File: config.mk
export PLATFORM = sky130hd
export DESIGN_NAME = alarm_access_fsm_flat
export DESIGN_NICKNAME = d
export VERILOG_FILES = /design/src/rtl/alarm_access_fsm_if.sv /design/src/rtl/alarm_access_fsm.sv /design/src/flat_wrapper.sv
export SDC_FILE = /design/constraint.sdc
export NUM_CORES = 1
export LEC_CHECK = 0
export BUFFER_PORTS_ARGS = -buffer_cell sky130_fd_sc_hd__buf_2
export CAP_MARGIN = 20
export CORE_MARGIN = 2
export CORE_UTILIZATION = 42
export DETAILED_ROUTE_END_ITERATION = 6
export GPL_ROUTABILITY_DRIVEN = 1
export PLACE_DENSITY_LB_ADDON = 0.05
export SETUP_SLACK_MARGIN = 0.4
export SYNTH_ARGS = -nofsm -noshare
export SYNTH_HDL_FRONTEND = slang
export SYNTH_SLANG_ARGS = --single-unit
export TNS_END_PERCENT = 5
File: constraint.sdc
create_clock -name i_clk -period 2.2 [get_ports i_clk]
set_clock_uncertainty 0.05 [all_clocks]
set_input_delay 0.22 -clock i_clk [delete_from_list [all_inputs] [get_ports i_clk]]
set_output_delay 0.22 -clock i_clk [all_outputs]
set_load 0.02 [all_outputs]
File: src/rtl/alarm_access_fsm_if.sv
// Request/status bundle between the debounce stage and the access-control core.
// The master drives PIN requests and the slave (the core) returns state and event strobes.
interface alarm_access_fsm_if #(
    parameter int PIN_W = 4
);
    logic [PIN_W-1:0] i_pin;
    logic             i_set;
    logic             i_try;
    logic             i_lock;
    logic [2:0]       o_system_state;
    logic [3:0]       o_fail_cnt;
    logic             o_alarm;
    logic             o_pin_valid;
    logic             o_evt_valid;
    logic [2:0]       o_evt_code;

    modport master (
        output i_pin, i_set, i_try, i_lock,
        input  o_system_state, o_fail_cnt, o_alarm, o_pin_valid, o_evt_valid, o_evt_code
    );

    modport slave (
        input  i_pin, i_set, i_try, i_lock,
        output o_system_state, o_fail_cnt, o_alarm, o_pin_valid, o_evt_valid, o_evt_code
    );
endinterface

File: src/rtl/alarm_access_fsm.sv
// Access-control core: master PIN store, failed-attempt counter, alarm lockout and event strobe.
// Define ALARM_RELOCK_EN to auto-relock GRANTED after RELOCK_CYC cycles.
module alarm_access_fsm #(
    parameter int PIN_W       = 4,
    parameter int MAX_TRIES   = 3,
    parameter int LOCKOUT_CYC = 100_000_000,
    parameter int RELOCK_CYC  = 500_000_000
) (
    input  logic             i_clk,
    input  logic             i_rst,
    alarm_access_fsm_if.slave bus
);

    localparam int FAIL_W = $clog2(MAX_TRIES + 1);
    localparam int LOCK_W = $clog2(LOCKOUT_CYC + 1);

    typedef enum logic [2:0] {
        ST_LOCKED  = 3'b000,
        ST_GRANTED = 3'b001,
        ST_DENIED  = 3'b010,
        ST_ALARM   = 3'b011
    } state_e;

    typedef enum logic [2:0] {
        EVT_NONE    = 3'd0,
        EVT_PIN_SET = 3'd1,
        EVT_GRANT   = 3'd2,
        EVT_DENY    = 3'd3,
        EVT_ALARM   = 3'd4,
        EVT_RELOCK  = 3'd5,
        EVT_IGNORED = 3'd6
    } evt_e;

    if (PIN_W < 1 || PIN_W > 16 || MAX_TRIES < 1 || MAX_TRIES > 15 ||
        LOCKOUT_CYC < 1 || RELOCK_CYC < 1) begin : g_bad_param
        $error("alarm_access_fsm: parameter out of range");
    end

    // Saturating increment of the failed-attempt count.
    function automatic logic [FAIL_W-1:0] fail_inc(input logic [FAIL_W-1:0] v);
        logic [FAIL_W-1:0] r;
        if (v >= FAIL_W'(MAX_TRIES)) begin
            r = FAIL_W'(MAX_TRIES);
        end else begin
            r = v + FAIL_W'(1);
        end
        return r;
    endfunction

    state_e            state_q,     state_d, cur_st;
    logic [FAIL_W-1:0] fail_q,      fail_d;
    logic [PIN_W-1:0]  pin_q,       pin_d;
    logic              pin_valid_q, pin_valid_d;
    logic [LOCK_W-1:0] lock_cnt_q,  lock_cnt_d;
    logic              alarm_q,     alarm_d;
    logic              evt_valid_q, evt_valid_d;
    evt_e              evt_code_q,  evt_code_d;
    logic              pin_match;
    logic              set_ok;
    logic              enter_granted;

`ifdef ALARM_RELOCK_EN
    localparam int RELOCK_W = $clog2(RELOCK_CYC + 1);
    logic [RELOCK_W-1:0] relock_cnt_q, relock_cnt_d;
`endif

    assign pin_match = (bus.i_pin == pin_q);

    // Next-state, counter and event computation for one request per cycle.
    always_comb begin
        case (state_q)
            ST_LOCKED, ST_GRANTED, ST_DENIED, ST_ALARM: cur_st = state_q;
            default:                                     cur_st = ST_LOCKED;
        endcase

        state_d       = cur_st;
        fail_d        = fail_q;
        pin_d         = pin_q;
        pin_valid_d   = pin_valid_q;
        evt_valid_d   = 1'b0;
        evt_code_d    = EVT_NONE;
        enter_granted = 1'b0;
        set_ok        = 1'b0;
        if (lock_cnt_q != LOCK_W'(0)) begin
            lock_cnt_d = lock_cnt_q - LOCK_W'(1);
        end else begin
            lock_cnt_d = LOCK_W'(0);
        end

        if (bus.i_set) begin
            evt_valid_d = 1'b1;
            if ((cur_st == ST_LOCKED && !pin_valid_q) || cur_st == ST_GRANTED) begin
                set_ok      = 1'b1;
                pin_d       = bus.i_pin;
                pin_valid_d = 1'b1;
                evt_code_d  = EVT_PIN_SET;
            end else begin
                evt_code_d  = EVT_IGNORED;
            end
        end else if (bus.i_try) begin
            if (!pin_valid_q) begin
                evt_valid_d = 1'b1;
                evt_code_d  = EVT_IGNORED;
            end else begin
                case (cur_st)
                    ST_LOCKED, ST_DENIED: begin
                        evt_valid_d = 1'b1;
                        if (pin_match) begin
                            state_d       = ST_GRANTED;
                            fail_d        = FAIL_W'(0);
                            evt_code_d    = EVT_GRANT;
                            enter_granted = 1'b1;
                        end else if (fail_inc(fail_q) == FAIL_W'(MAX_TRIES)) begin
                            fail_d     = fail_inc(fail_q);
                            state_d    = ST_ALARM;
                            lock_cnt_d = LOCK_W'(LOCKOUT_CYC);
                            evt_code_d = EVT_ALARM;
                        end else begin
                            fail_d     = fail_inc(fail_q);
                            state_d    = ST_DENIED;
                            evt_code_d = EVT_DENY;
                        end
                    end
                    ST_ALARM: begin
                        evt_valid_d = 1'b1;
                        if (lock_cnt_q != LOCK_W'(0)) begin
                            evt_code_d = EVT_IGNORED;
                        end else if (pin_match) begin
                            state_d       = ST_GRANTED;
                            fail_d        = FAIL_W'(0);
                            evt_code_d    = EVT_GRANT;
                            enter_granted = 1'b1;
                        end else begin
                            lock_cnt_d = LOCK_W'(LOCKOUT_CYC);
                            evt_code_d = EVT_DENY;
                        end
                    end
                    ST_GRANTED: begin
                        evt_valid_d = 1'b0;
                    end
                    default: begin
                        state_d = ST_LOCKED;
                    end
                endcase
            end
        end else if (bus.i_lock) begin
            evt_valid_d = 1'b1;
            if (cur_st == ST_GRANTED) begin
                state_d    = ST_LOCKED;
                fail_d     = FAIL_W'(0);
                evt_code_d = EVT_RELOCK;
            end else begin
                evt_code_d = EVT_IGNORED;
            end
        end else begin
            evt_valid_d = 1'b0;
        end

`ifdef ALARM_RELOCK_EN
        if (relock_cnt_q != RELOCK_W'(0)) begin
            relock_cnt_d = relock_cnt_q - RELOCK_W'(1);
        end else begin
            relock_cnt_d = RELOCK_W'(0);
        end
        if (enter_granted || (set_ok && cur_st == ST_GRANTED)) begin
            relock_cnt_d = RELOCK_W'(RELOCK_CYC);
        end else if (cur_st == ST_GRANTED && state_d == ST_GRANTED &&
                     relock_cnt_q <= RELOCK_W'(1)) begin
            // Timer expiry behaves like a manual relock; a coincident ignored try has no event.
            state_d      = ST_LOCKED;
            fail_d       = FAIL_W'(0);
            relock_cnt_d = RELOCK_W'(0);
            evt_valid_d  = 1'b1;
            evt_code_d   = EVT_RELOCK;
        end else begin
            relock_cnt_d = relock_cnt_d;
        end
`endif

        alarm_d = (state_d == ST_ALARM);
    end

    // State and output registers with synchronous reset.
    always_ff @(posedge i_clk) begin
        if (i_rst) begin
            state_q     <= ST_LOCKED;
            fail_q      <= FAIL_W'(0);
            pin_q       <= PIN_W'(0);
            pin_valid_q <= 1'b0;
            lock_cnt_q  <= LOCK_W'(0);
            alarm_q     <= 1'b0;
            evt_valid_q <= 1'b0;
            evt_code_q  <= EVT_NONE;
`ifdef ALARM_RELOCK_EN
            relock_cnt_q <= RELOCK_W'(0);
`endif
        end else begin
            state_q     <= state_d;
            fail_q      <= fail_d;
            pin_q       <= pin_d;
            pin_valid_q <= pin_valid_d;
            lock_cnt_q  <= lock_cnt_d;
            alarm_q     <= alarm_d;
            evt_valid_q <= evt_valid_d;
            evt_code_q  <= evt_code_d;
`ifdef ALARM_RELOCK_EN
            relock_cnt_q <= relock_cnt_d;
`endif
        end
    end

    assign bus.o_system_state = state_q;
    assign bus.o_fail_cnt     = 4'(fail_q);
    assign bus.o_alarm        = alarm_q;
    assign bus.o_pin_valid    = pin_valid_q;
    assign bus.o_evt_valid    = evt_valid_q;
    assign bus.o_evt_code     = evt_code_q;

endmodule
File: src/flat_wrapper.sv
// flat-port wrapper written by rule: the top's interface ports become plain ports
module alarm_access_fsm_flat 
#(
    parameter int PIN_W       = 4,
    parameter int MAX_TRIES   = 3,
    parameter int LOCKOUT_CYC = 100_000_000,
    parameter int RELOCK_CYC  = 500_000_000
)
  (i_clk, i_rst, bus_i_pin, bus_i_set, bus_i_try, bus_i_lock, bus_o_system_state, bus_o_fail_cnt, bus_o_alarm, bus_o_pin_valid, bus_o_evt_valid, bus_o_evt_code);
  alarm_access_fsm_if #(.PIN_W(PIN_W)) bus_i ();
  input  logic i_clk;
  input  logic i_rst;
  input wire logic [$bits(bus_i.i_pin)-1:0] bus_i_pin;
  input wire logic [$bits(bus_i.i_set)-1:0] bus_i_set;
  input wire logic [$bits(bus_i.i_try)-1:0] bus_i_try;
  input wire logic [$bits(bus_i.i_lock)-1:0] bus_i_lock;
  output wire logic [$bits(bus_i.o_system_state)-1:0] bus_o_system_state;
  output wire logic [$bits(bus_i.o_fail_cnt)-1:0] bus_o_fail_cnt;
  output wire logic [$bits(bus_i.o_alarm)-1:0] bus_o_alarm;
  output wire logic [$bits(bus_i.o_pin_valid)-1:0] bus_o_pin_valid;
  output wire logic [$bits(bus_i.o_evt_valid)-1:0] bus_o_evt_valid;
  output wire logic [$bits(bus_i.o_evt_code)-1:0] bus_o_evt_code;
  assign bus_i.i_pin = bus_i_pin;
  assign bus_i.i_set = bus_i_set;
  assign bus_i.i_try = bus_i_try;
  assign bus_i.i_lock = bus_i_lock;
  assign bus_o_system_state = bus_i.o_system_state;
  assign bus_o_fail_cnt = bus_i.o_fail_cnt;
  assign bus_o_alarm = bus_i.o_alarm;
  assign bus_o_pin_valid = bus_i.o_pin_valid;
  assign bus_o_evt_valid = bus_i.o_evt_valid;
  assign bus_o_evt_code = bus_i.o_evt_code;
  alarm_access_fsm #(.PIN_W(PIN_W), .MAX_TRIES(MAX_TRIES), .LOCKOUT_CYC(LOCKOUT_CYC), .RELOCK_CYC(RELOCK_CYC)) u_core (.i_clk(i_clk), .i_rst(i_rst), .bus(bus_i));
endmodule
==> results of run 1 <==
==> cells by family (layout without fill, tap and decap cells) <==
kind of cell               Yosys count  in the layout
muxes                                4              4
and+or+nand+nor                     87             87
buffers and inverters               21             46
DFF                                 42             42
xor gates and xnor gates            28             28
AOI/OAI and AO/OA                   44             44
adders and majority gates            2              2
other                                1              3
==> flip-flops by register name (all words and copies together) (netlist names) <==
register                   count
u_core.lock_cnt_q             27
u_core.pin_q                   4
u_core.bus.o_evt_code          3
u_core.bus.o_system_state      3
u_core.fail_q                  2
u_core.bus.o_alarm             1
u_core.bus.o_evt_valid         1
u_core.bus.o_pin_valid         1
==> what timing repair did <==
action,in CTS,in global routing
pin swaps,0,1
resized for setup,0,7
endpoints found under the setup margin,33,33
==> tightest hold or removal path, cell delays in order <==
cell	delay, ps
buf_2	90
mux2i_1	60
nor2_1	70
==> layer usage <==
metal	share of wire, %	up-vias	track usage (%)
met5	0	-	0
met4	1.9	0	7.677
met3	4.1	8	4.527
met2	45	30	25.20
met1	49	738	21.25
li1	-	842	-
==> stage by stage <==
stage | setup slack (ps) | cell area (um2)
6_report | 60.30 | 2362
5_1_grt | -27.28 | 2362
4_1_cts | 25.12 | 2333
3_5_place_dp | 39.08 | 2225
3_3_place_gp | 79.97 | 2225
2_1_floorplan | 58.66 | 2058
==> how the worst max path moves through the flow <==
stage | depth (start not counted) | slack [ps] | to
2_1_floorplan | 7 | 60 | u_core.lock_cnt_q[22]
3_3_place_gp | 7 | 80 | u_core.lock_cnt_q[22]
3_5_place_dp | 7 | 40 | u_core.lock_cnt_q[22]
4_1_cts | 7 | 30 | u_core.lock_cnt_q[22]
5_1_grt | 7 | -30 | u_core.lock_cnt_q[22]
6_report | 7 | 60 | u_core.lock_cnt_q[22]
==> synthesized netlist by cell type (3+ instances only) <==
| cell | count | area (um2) |
|---|---|---|
| inv_1 | 9 | 33.78 |
| a21oi_1 | 4 | 20.02 |
| clkbuf_1 | 5 | 18.77 |
| nor4_2 | 3 | 37.54 |
| o21ai_1 | 11 | 55.05 |
| nor4_1 | 7 | 43.79 |
| xnor2_1 | 20 | 175.2 |
| mux2i_1 | 4 | 40.04 |
| buf_2 | 3 | 15.01 |
| xor2_1 | 8 | 70.07 |
| or2_2 | 4 | 25.02 |
| nor3_1 | 9 | 45.04 |
| or3_1 | 3 | 18.77 |
| nor2_1 | 32 | 120.1 |
| nor2b_1 | 3 | 18.77 |
| o21ai_0 | 10 | 50.05 |
| o21a_1 | 3 | 22.52 |
| dfxtp_1 | 42 | 840.8 |
| nand2_1 | 8 | 30.03 |
==> area by class of cell <==
class / instances / area [um2] / area share, %
multi-input combinational: 168 / 1139 / 48.20
clock inverter: 3 / 40.04 / 1.695
sequential: 42 / 843.3 / 35.70
clock buffer: 5 / 68.82 / 2.913
inverter: 9 / 33.78 / 1.430
tap: 54 / 67.56 / 2.860
timing repair buffer: 29 / 170.2 / 7.203
==> power breakdown <==
group,internal [W],switching [W]
Combinational,0.000874,0.000983
Sequential,0.00101,0.000238
Clock,0.000334,0.000261
Total,0.00222,0.00148
==> results_dict.tcl, run 1 <==
set metrics [dict create \
    final_core_util_pct 50.35 \
    ios 22 \
    path_delay_family "simple AND/OR/NAND/NOR gates" \
    clock_path_buffers 2 \
    final_common_cell "dfxtp_1" \
    ant_nets 0 \
    vias_per_cell 5.219 \
    syn-instance-count 229 \
    placedCellCount 302 \
    cp.arrival_ps 2280 \
    yosys.cell_types.count 47 \
    worstPathCellList "inv_1 -> ha_2 -> or4b_4 -> or4_4 -> nor4_4 -> xnor2_1 -> o21ai_2" \
    n_fill_cell 463 \
    synthMuxAreaShare_pct 1.962 \
    peakVddDrop_mv 0.8217 \
    reg2reg_to "u_core.lock_cnt_q[22]" \
    finalHoldViolCount 0 \
    slowest_delay_ps 500 \
    drt_iter0_drc 40 \
    hold_slack_ps 133.9 \
    critPathLaunch "u_core.lock_cnt_q[0]" \
    p_leak_nw 0.9452 \
    synth.avg_cell_area_um2 8.911 \
    cp-end-kind "flip-flop" \
    rows 25 \
    portBuffers 19 \
    hold_start "bus_i_pin[0]" \
    drv_cap 0 \
    synth_fa_ha_area_share_pct 1.226 \
    start_util_pct 43.49 \
    setup-tns-final_ps 0 \
    cts_buffers 5 \
    yosys.area_share.simple_pct 24.34 \
    hold_class "input pin to flip-flop" \
    syn2layout_area_growth_pct 15.76 \
    cp_max_fo 5 \
    r2r_cells 7 \
    vias 1618 \
    postCtsSetupBuffers 0 \
    r2r-start "u_core.lock_cnt_q[0]" \
    async_flop_share_pct 0 \
    ys_seq_area_share_pct 41.20 \
    cts_tree "built" \
    grt_pass1_vias 1514 \
    fin_cells 310 \
    drc 0 \
    crit_type "flip-flop to flip-flop" \
    antenna_cells 0 \
    synth_compound_area_share_pct 13.92 \
    cp.required_ps 2340 \
    crit_slowest_cell "or4_4" \
    die_w_um 73.71 \
    synthesis.area_um2 2041 \
    layout_common_cells "40 x dfxtp_1, 31 x nor2_1, 20 x xnor2_1" \
    gp_congestion 0.7946 \
    clock_tree.root_cell "clkbuf_8" \
    grt_pass1_wl_um 6879 \
    antenna_found_initial 0 \
    grt-ovfl-total 0 \
    grt_use_total_pct 16.41 \
    fmax_mhz 467.4 \
    r2r_setup_slack_ps 60 \
    outcome "complete, no violations" \
    drt-total-wl_um 3975 \
    yosysWarnings 0 \
    hold_buffers 0 \
    final_max_slew_viol_count 0 \
    synth_top_family_by_area "simple AND/OR/NAND/NOR gates" \
    worstHoldPathCells 3 \
    wl_per_cell_um 12.82 \
    die_height_um 73.71 \
    dr.pass1.iters 4 \
    ctsHtreeMaxLevel 2 \
    rsz0062_at_grt "yes" \
    ys_seq_elements 42 \
    num-nets-final 266 \
    min_period_ps 2140 \
    min_delay_worst_endpoint "u_core.pin_q[0]" \
    powerDensity_nw_per_um2 1567 \
    p_total_w 0.003701 \
    clkTransAtPathRegs_ps 80 \
    synthFlopType "dfxtp_1" \
    synth_edf_count 0 \
    fin_crit_sh_pct 97.26 \
    clock_sinks 42 \
    post_synth_xor_area_fraction_pct 12.02 \
    core_area_um2 4692 \
    grt_start_max_net_pins 16 \
    dp_hpwl_um 2876 \
    crit_path_start_kind "flip-flop" \
    finalSetupViolations 0 \
    drive_gt1_share_pct 25.00 \
    crit_buf_inv 1 \
    clk_latency_ps 290 \
    dieArea_um2 5432 \
]
Note: power is estimated with default switching activity, not from simulation.
==> inputs of run 2 (changes only) <==
--- a/config.mk
+++ b/config.mk
@@ -12,7 +12,6 @@
 export DETAILED_ROUTE_END_ITERATION = 6
 export GPL_ROUTABILITY_DRIVEN = 1
 export PLACE_DENSITY_LB_ADDON = 0.05
-export SETUP_SLACK_MARGIN = 0.4
 export SYNTH_ARGS = -nofsm -noshare
 export SYNTH_HDL_FRONTEND = slang
 export SYNTH_SLANG_ARGS = --single-unit
==> run 2 against run 1 <==
- core utilization increased by 0.48 points
- worst hold slack improved by 16 ps
- combinational power rose by 4%
- fmax grew 0.81%
- sequential power hardly changed
- total power grew 1.9%
- cell count grew 0.97%
- first-iteration DRC count increased to 2.5 times the previous value
- clock-buffer cell count increased by 2
- die area unchanged
- via count is essentially flat
==> results_dict.tcl, run 2 (synthesized netlist as in run 1, its figures left out) <==
set metrics [dict create \
    drc 0 \
    clock_path_buffers 2 \
    ant_nets 0 \
    dieArea_um2 5432 \
    wl_per_cell_um 12.87 \
    gp_congestion 0.7804 \
    fin_crit_sh_pct 96.48 \
    hold_buffers 0 \
    hold_class "input pin to flip-flop" \
    p_leak_nw 0.9562 \
    worstHoldPathCells 3 \
    ios 22 \
    vias_per_cell 5.166 \
    cp-end-kind "flip-flop" \
    antenna_cells 0 \
    ctsHtreeMaxLevel 2 \
    cp.required_ps 2340 \
    drv_cap 0 \
    grt_pass1_vias 1467 \
    min_period_ps 2123 \
    clock_tree.root_cell "clkbuf_8" \
    rows 25 \
    clk_latency_ps 290 \
    r2r_setup_slack_ps 80 \
    final_common_cell "dfxtp_1" \
    grt-ovfl-total 0 \
    cts_tree "built" \
    largest_register "u_core.lock_cnt_q" \
    grt_pass1_wl_um 6920 \
    reg2reg_to "u_core.lock_cnt_q[22]" \
    fin_cells 313 \
    largest_register_ffs 27 \
    grt_start_max_net_pins 16 \
    peakVddDrop_mv 0.7786 \
    num-nets-final 269 \
    final_max_slew_viol_count 0 \
    grt_use_total_pct 16.09 \
    syn2layout_area_growth_pct 16.86 \
    start_util_pct 43.49 \
    setup-tns-final_ps 0 \
    die_height_um 73.71 \
    dr.pass1.iters 4 \
    placedCellCount 305 \
    min_delay_worst_endpoint "u_core.pin_q[0]" \
    powerDensity_nw_per_um2 1582 \
    vias 1617 \
    cp.arrival_ps 2260 \
    drive_gt1_share_pct 23.55 \
    dp_hpwl_um 2880 \
    crit_type "flip-flop to flip-flop" \
    core_area_um2 4692 \
    hold_start "bus_i_pin[0]" \
    finalHoldViolCount 0 \
    reg.largest.list "u_core.lock_cnt_q (27), u_core.pin_q (4)" \
    hold_slack_ps 150.1 \
    antenna_found_initial 0 \
    cts_buffers 5 \
    crit_path_start_kind "flip-flop" \
    r2r_cells 5 \
    rsz0062_at_grt "yes" \
    drt-total-wl_um 4028 \
    drt_iter0_drc 100 \
    die_w_um 73.71 \
    finalSetupViolations 0 \
    portBuffers 19 \
    cp_max_fo 7 \
    clkTransAtPathRegs_ps 80 \
    fmax_mhz 471.1 \
    r2r-start "u_core.lock_cnt_q[5]" \
    clock_sinks 42 \
    layout_common_cells "42 x dfxtp_1, 32 x nor2_1, 20 x xnor2_1" \
    outcome "complete, no violations" \
]
run 2: cell types whose count changed in the layout (fill, tap and decap cells not counted), sizes merged:
cell    before  now
buf         29   32
clkbuf       5    7
clkinv       2    0
run 2: layout make-up:
type / instances / area (um2)
inverter: 9 / 33.78
tap: 54 / 67.56
fill: 479 / 2307
clock buffer: 7 / 76.32
clock inverter: 1 / 30.03
sequential: 42 / 840.8
multi-input combinational: 168 / 1144
timing repair buffer: 32 / 192.7
run 2: critical path, stage by stage (launching register included):
cell and delay (ps):
dfxtp_1 350, or4_4 610, or4_4 630, nor4_4 160, xnor2_1 160, o21ai_2 60
run 2: how the worst max path moves through the flow:
| stage | start | to | depth (start not counted) |
|---|---|---|---|
| finish | u_core.lock_cnt_q[5] | u_core.lock_cnt_q[22] | 5 |
| global route | u_core.lock_cnt_q[5] | u_core.lock_cnt_q[18] | 5 |
| CTS | u_core.lock_cnt_q[0] | u_core.lock_cnt_q[18] | 8 |
| detailed placement | u_core.lock_cnt_q[0] | u_core.lock_cnt_q[18] | 8 |
| global placement | u_core.lock_cnt_q[11] | u_core.lock_cnt_q[22] | 5 |
| floorplan | u_core.lock_cnt_q[0] | u_core.lock_cnt_q[10] | 8 |
run 2: repair_timing:
action,in CTS,in global routing
buffers inserted,0,0
gates resized for setup,0,7
setup endpoints to repair,0,31
run 2: stage by stage:
stage | utilization (%) | area (um2) | power [W] | setup slack (ps)
after floorplan | - | 2052 | 0.002747 | 23.52
after global placement | 47.76 | 2241 | 0.003131 | 44.12
after detailed placement | 47.76 | 2241 | 0.003124 | 49.23
after CTS | 50.03 | 2347 | 0.003737 | 22.92
after global routing | 50.83 | 2385 | 0.004092 | -3.161
final | 50.83 | 2385 | 0.003773 | 77.41
run 2: layer usage:
layer | part of all wire (%) | up-vias | GRT usage [%]
met5 | 0 | - | 0
met1 | 54 | 743 | 23.83
met3 | 1.7 | 7 | 2.881
li1 | - | 851 | -
met4 | 1.4 | 0 | 6.061
met2 | 43 | 16 | 23.02
run 2: power by group:
| group | switching (W) | internal (W) | leakage [nW] |
|---|---|---|---|
| Combinational | 0.00101 | 0.000929 | 0.559 |
| Sequential | 0.000237 | 0.00101 | 0.344 |
| Clock | 0.000249 | 0.000340 | 0.0524 |
| Total | 0.00150 | 0.00228 | 0.956 |
==> inputs of run 3 (changes only) <==
--- a/config.mk
+++ b/config.mk
@@ -6,12 +6,11 @@
 export NUM_CORES = 1
 export LEC_CHECK = 0
 export BUFFER_PORTS_ARGS = -buffer_cell sky130_fd_sc_hd__buf_2
-export CAP_MARGIN = 20
 export CORE_MARGIN = 2
 export CORE_UTILIZATION = 42
 export DETAILED_ROUTE_END_ITERATION = 6
 export GPL_ROUTABILITY_DRIVEN = 1
-export PLACE_DENSITY_LB_ADDON = 0.05
+export PLACE_DENSITY_LB_ADDON = 0.2
 export SYNTH_ARGS = -nofsm -noshare
 export SYNTH_HDL_FRONTEND = slang
 export SYNTH_SLANG_ARGS = --single-unit
==> constraint.sdc (replaced) <==
create_clock -name i_clk -period 2.08 [get_ports i_clk]
set_clock_uncertainty 0.05 [all_clocks]
set_input_delay 0.208 -clock i_clk [delete_from_list [all_inputs] [get_ports i_clk]]
set_output_delay 0.208 -clock i_clk [all_outputs]
set_load 0.02 [all_outputs]
==> run 3 against run 2 <==
- worst hold slack got worse by 17 ps
- critical endpoint unchanged
- flip-flop and latch count unchanged
- highest routed layer unchanged
- combinational power increased by 19%
==> results_dict.tcl, run 3 (synthesized netlist as in run 1, its figures left out) <==
set metrics [dict create \
    outcome "complete, no violations" \
    final_max_slew_viol_count 0 \
    switching_share_pct 40.90 \
    cts_buffers 5 \
    antenna_found_initial 0 \
    worstPathCellList "or4_4 -> or4_4 -> nor4_4 -> xnor2_1 -> o21ai_2" \
    grt_use_total_pct 17.14 \
    hold_slack_ps 132.9 \
    portBuffers 19 \
    drc 0 \
    die_height_um 73.71 \
    largest_register_ffs 27 \
    fmax_mhz 483.4 \
    grt_start_max_net_pins 16 \
    worst_slack_ps 11.51 \
    dr.pass1.iters 4 \
    crit_path_start_kind "flip-flop" \
    antenna_cells 0 \
    fin_area_um2 2440 \
    crit_path_end "u_core.lock_cnt_q[22]" \
    cp-end-kind "flip-flop" \
    path_common_cell "or4_4" \
    n_fill_cell 450 \
    hold_class "input pin to flip-flop" \
    cp_max_fo 5 \
    p_leak_nw 0.9894 \
    grt_pass1_wl_um 7231 \
    peakVddDrop_mv 1.108 \
    crit_slowest_cell "or4_4" \
    drive_gt1_share_pct 26.97 \
    rsz0062_at_grt "yes" \
    final_common_cell "dfxtp_1" \
    grt_pass1_vias 1578 \
    grt-busiest-layer "met2" \
    r2r-start "u_core.lock_cnt_q[5]" \
    ctsHtreeMaxLevel 2 \
    gp_congestion 0.7918 \
    drt-total-wl_um 4297 \
    clock_sinks 42 \
    cts_tree "built" \
    layout_common_cells "40 x dfxtp_1, 31 x nor2_1, 20 x xnor2_1, 20 x buf_4, 19 x buf_2" \
    use_met3_pct 4.115 \
    clock_tree.root_cell "clkbuf_8" \
    use_met1_pct 21.93 \
    die_w_um 73.71 \
    dieArea_um2 5432 \
    num-nets-final 278 \
    ant_nets 0 \
    fin_crit_sh_pct 99.45 \
    drv_cap 0 \
    wl_per_cell_um 13.39 \
    vias 1678 \
    min_period_ps 2068 \
    r2r_cells 5 \
    dp_hpwl_um 2961 \
    largest_register "u_core.lock_cnt_q" \
    grt-ovfl-total 0 \
    finalHoldViolCount 0 \
    share_comb_of_total_power_pct 56.0 \
    ios 22 \
    place_ws_ps -12.49 \
    r2r_setup_slack_ps 10 \
    switchingPower_w 0.001686 \
    postCtsSetupBuffers 0 \
    reg2reg_to "u_core.lock_cnt_q[22]" \
    seqPwrFrac_pct 31.9 \
    clock_path_buffers 2 \
    slowest_delay_ps 630 \
    internal_power_w 0.002437 \
    critPathLaunch "u_core.lock_cnt_q[5]" \
    crit_type "flip-flop to flip-flop" \
    clk_latency_ps 290 \
    hold_buffers 0 \
    start_util_pct 43.49 \
    clkPwrFrac_pct 12.1 \
    dpl_cell_area_um2 2320 \
    reg.largest.list "u_core.lock_cnt_q (27), u_core.pin_q (4)" \
    clkTransAtPathRegs_ps 80 \
    core_area_um2 4692 \
    powerDensity_nw_per_um2 1690 \
    cp.arrival_ps 2200 \
    rows 25 \
    vias_per_cell 5.227 \
    finalSetupViolations 0 \
    cp.required_ps 2210 \
    final_core_util_pct 52.00 \
    syn2layout_area_growth_pct 19.56 \
    grtUsageMet2_pct 28.37 \
    drt_iter0_drc 78 \
]
run 3: timing repair:
item,CTS,global route
setup endpoints to repair,11,17
pin swaps,3,3
cloned,1,0
resized for setup,3,5
run 3: critical path, delay by kind of cell (launching register included):
kind	cells	cell delay, ps
DFF	1	320
and+or+nand+nor	3	1380
AOI/OAI and AO/OA	1	60
xor gates and xnor gates	1	160
run 3: cell type report:
class	count	area [um2]	share of cell area, %
Multi-Input combinational cell	169	1154	47.28
Sequential cell	42	843.3	34.56
Timing Repair Buffer	40	265.3	10.87
Clock buffer	7	76.32	3.128
Tap cell	54	67.56	2.769
Inverter	9	33.78	1.385
run 3: per-stage QoR:
stage	std cells	power, W	setup TNS, ps
3_5_place_dp	313	0.003510	-83.72
3_3_place_gp	313	0.003475	0
6_report	321	0.004123	0
4_1_cts	321	0.004043	0
5_1_grt	321	0.004476	-260.5
2_1_floorplan	231	0.002919	-210.5
run 3: worst min path at each step:
stage,start,to,slack [ps],depth (start not counted)
3_3_place_gp,bus_i_pin[3],u_core.pin_q[3],420,3
5_1_grt,bus_i_pin[2],u_core.pin_q[2],140,3
4_1_cts,bus_i_pin[0],u_core.pin_q[0],130,3
2_1_floorplan,bus_i_pin[0],u_core.pin_q[0],310,2
3_5_place_dp,bus_i_pin[0],u_core.pin_q[0],440,3
6_report,bus_i_pin[0],u_core.pin_q[0],130,3
run 3: power groups by stage:
stage	clock network (W)	registers, W	logic [W]
final	0.000497	0.00132	0.00231
after global routing	0.000540	0.00135	0.00258
after CTS	0.000514	0.00131	0.00222
after detailed placement	0	0.00132	0.00219
after global placement	0	0.00132	0.00216
after floorplan	0	0.00130	0.00162
run 3: metal layers:
layer / share of wire, % / vias up / routed length (um)
met5: 0 / - / 0
met4: 1.4 / 0 / 59
met3: 4.0 / 6 / 172
met2: 48 / 30 / 2046
met1: 47 / 775 / 2019
li1: - / 867 / -
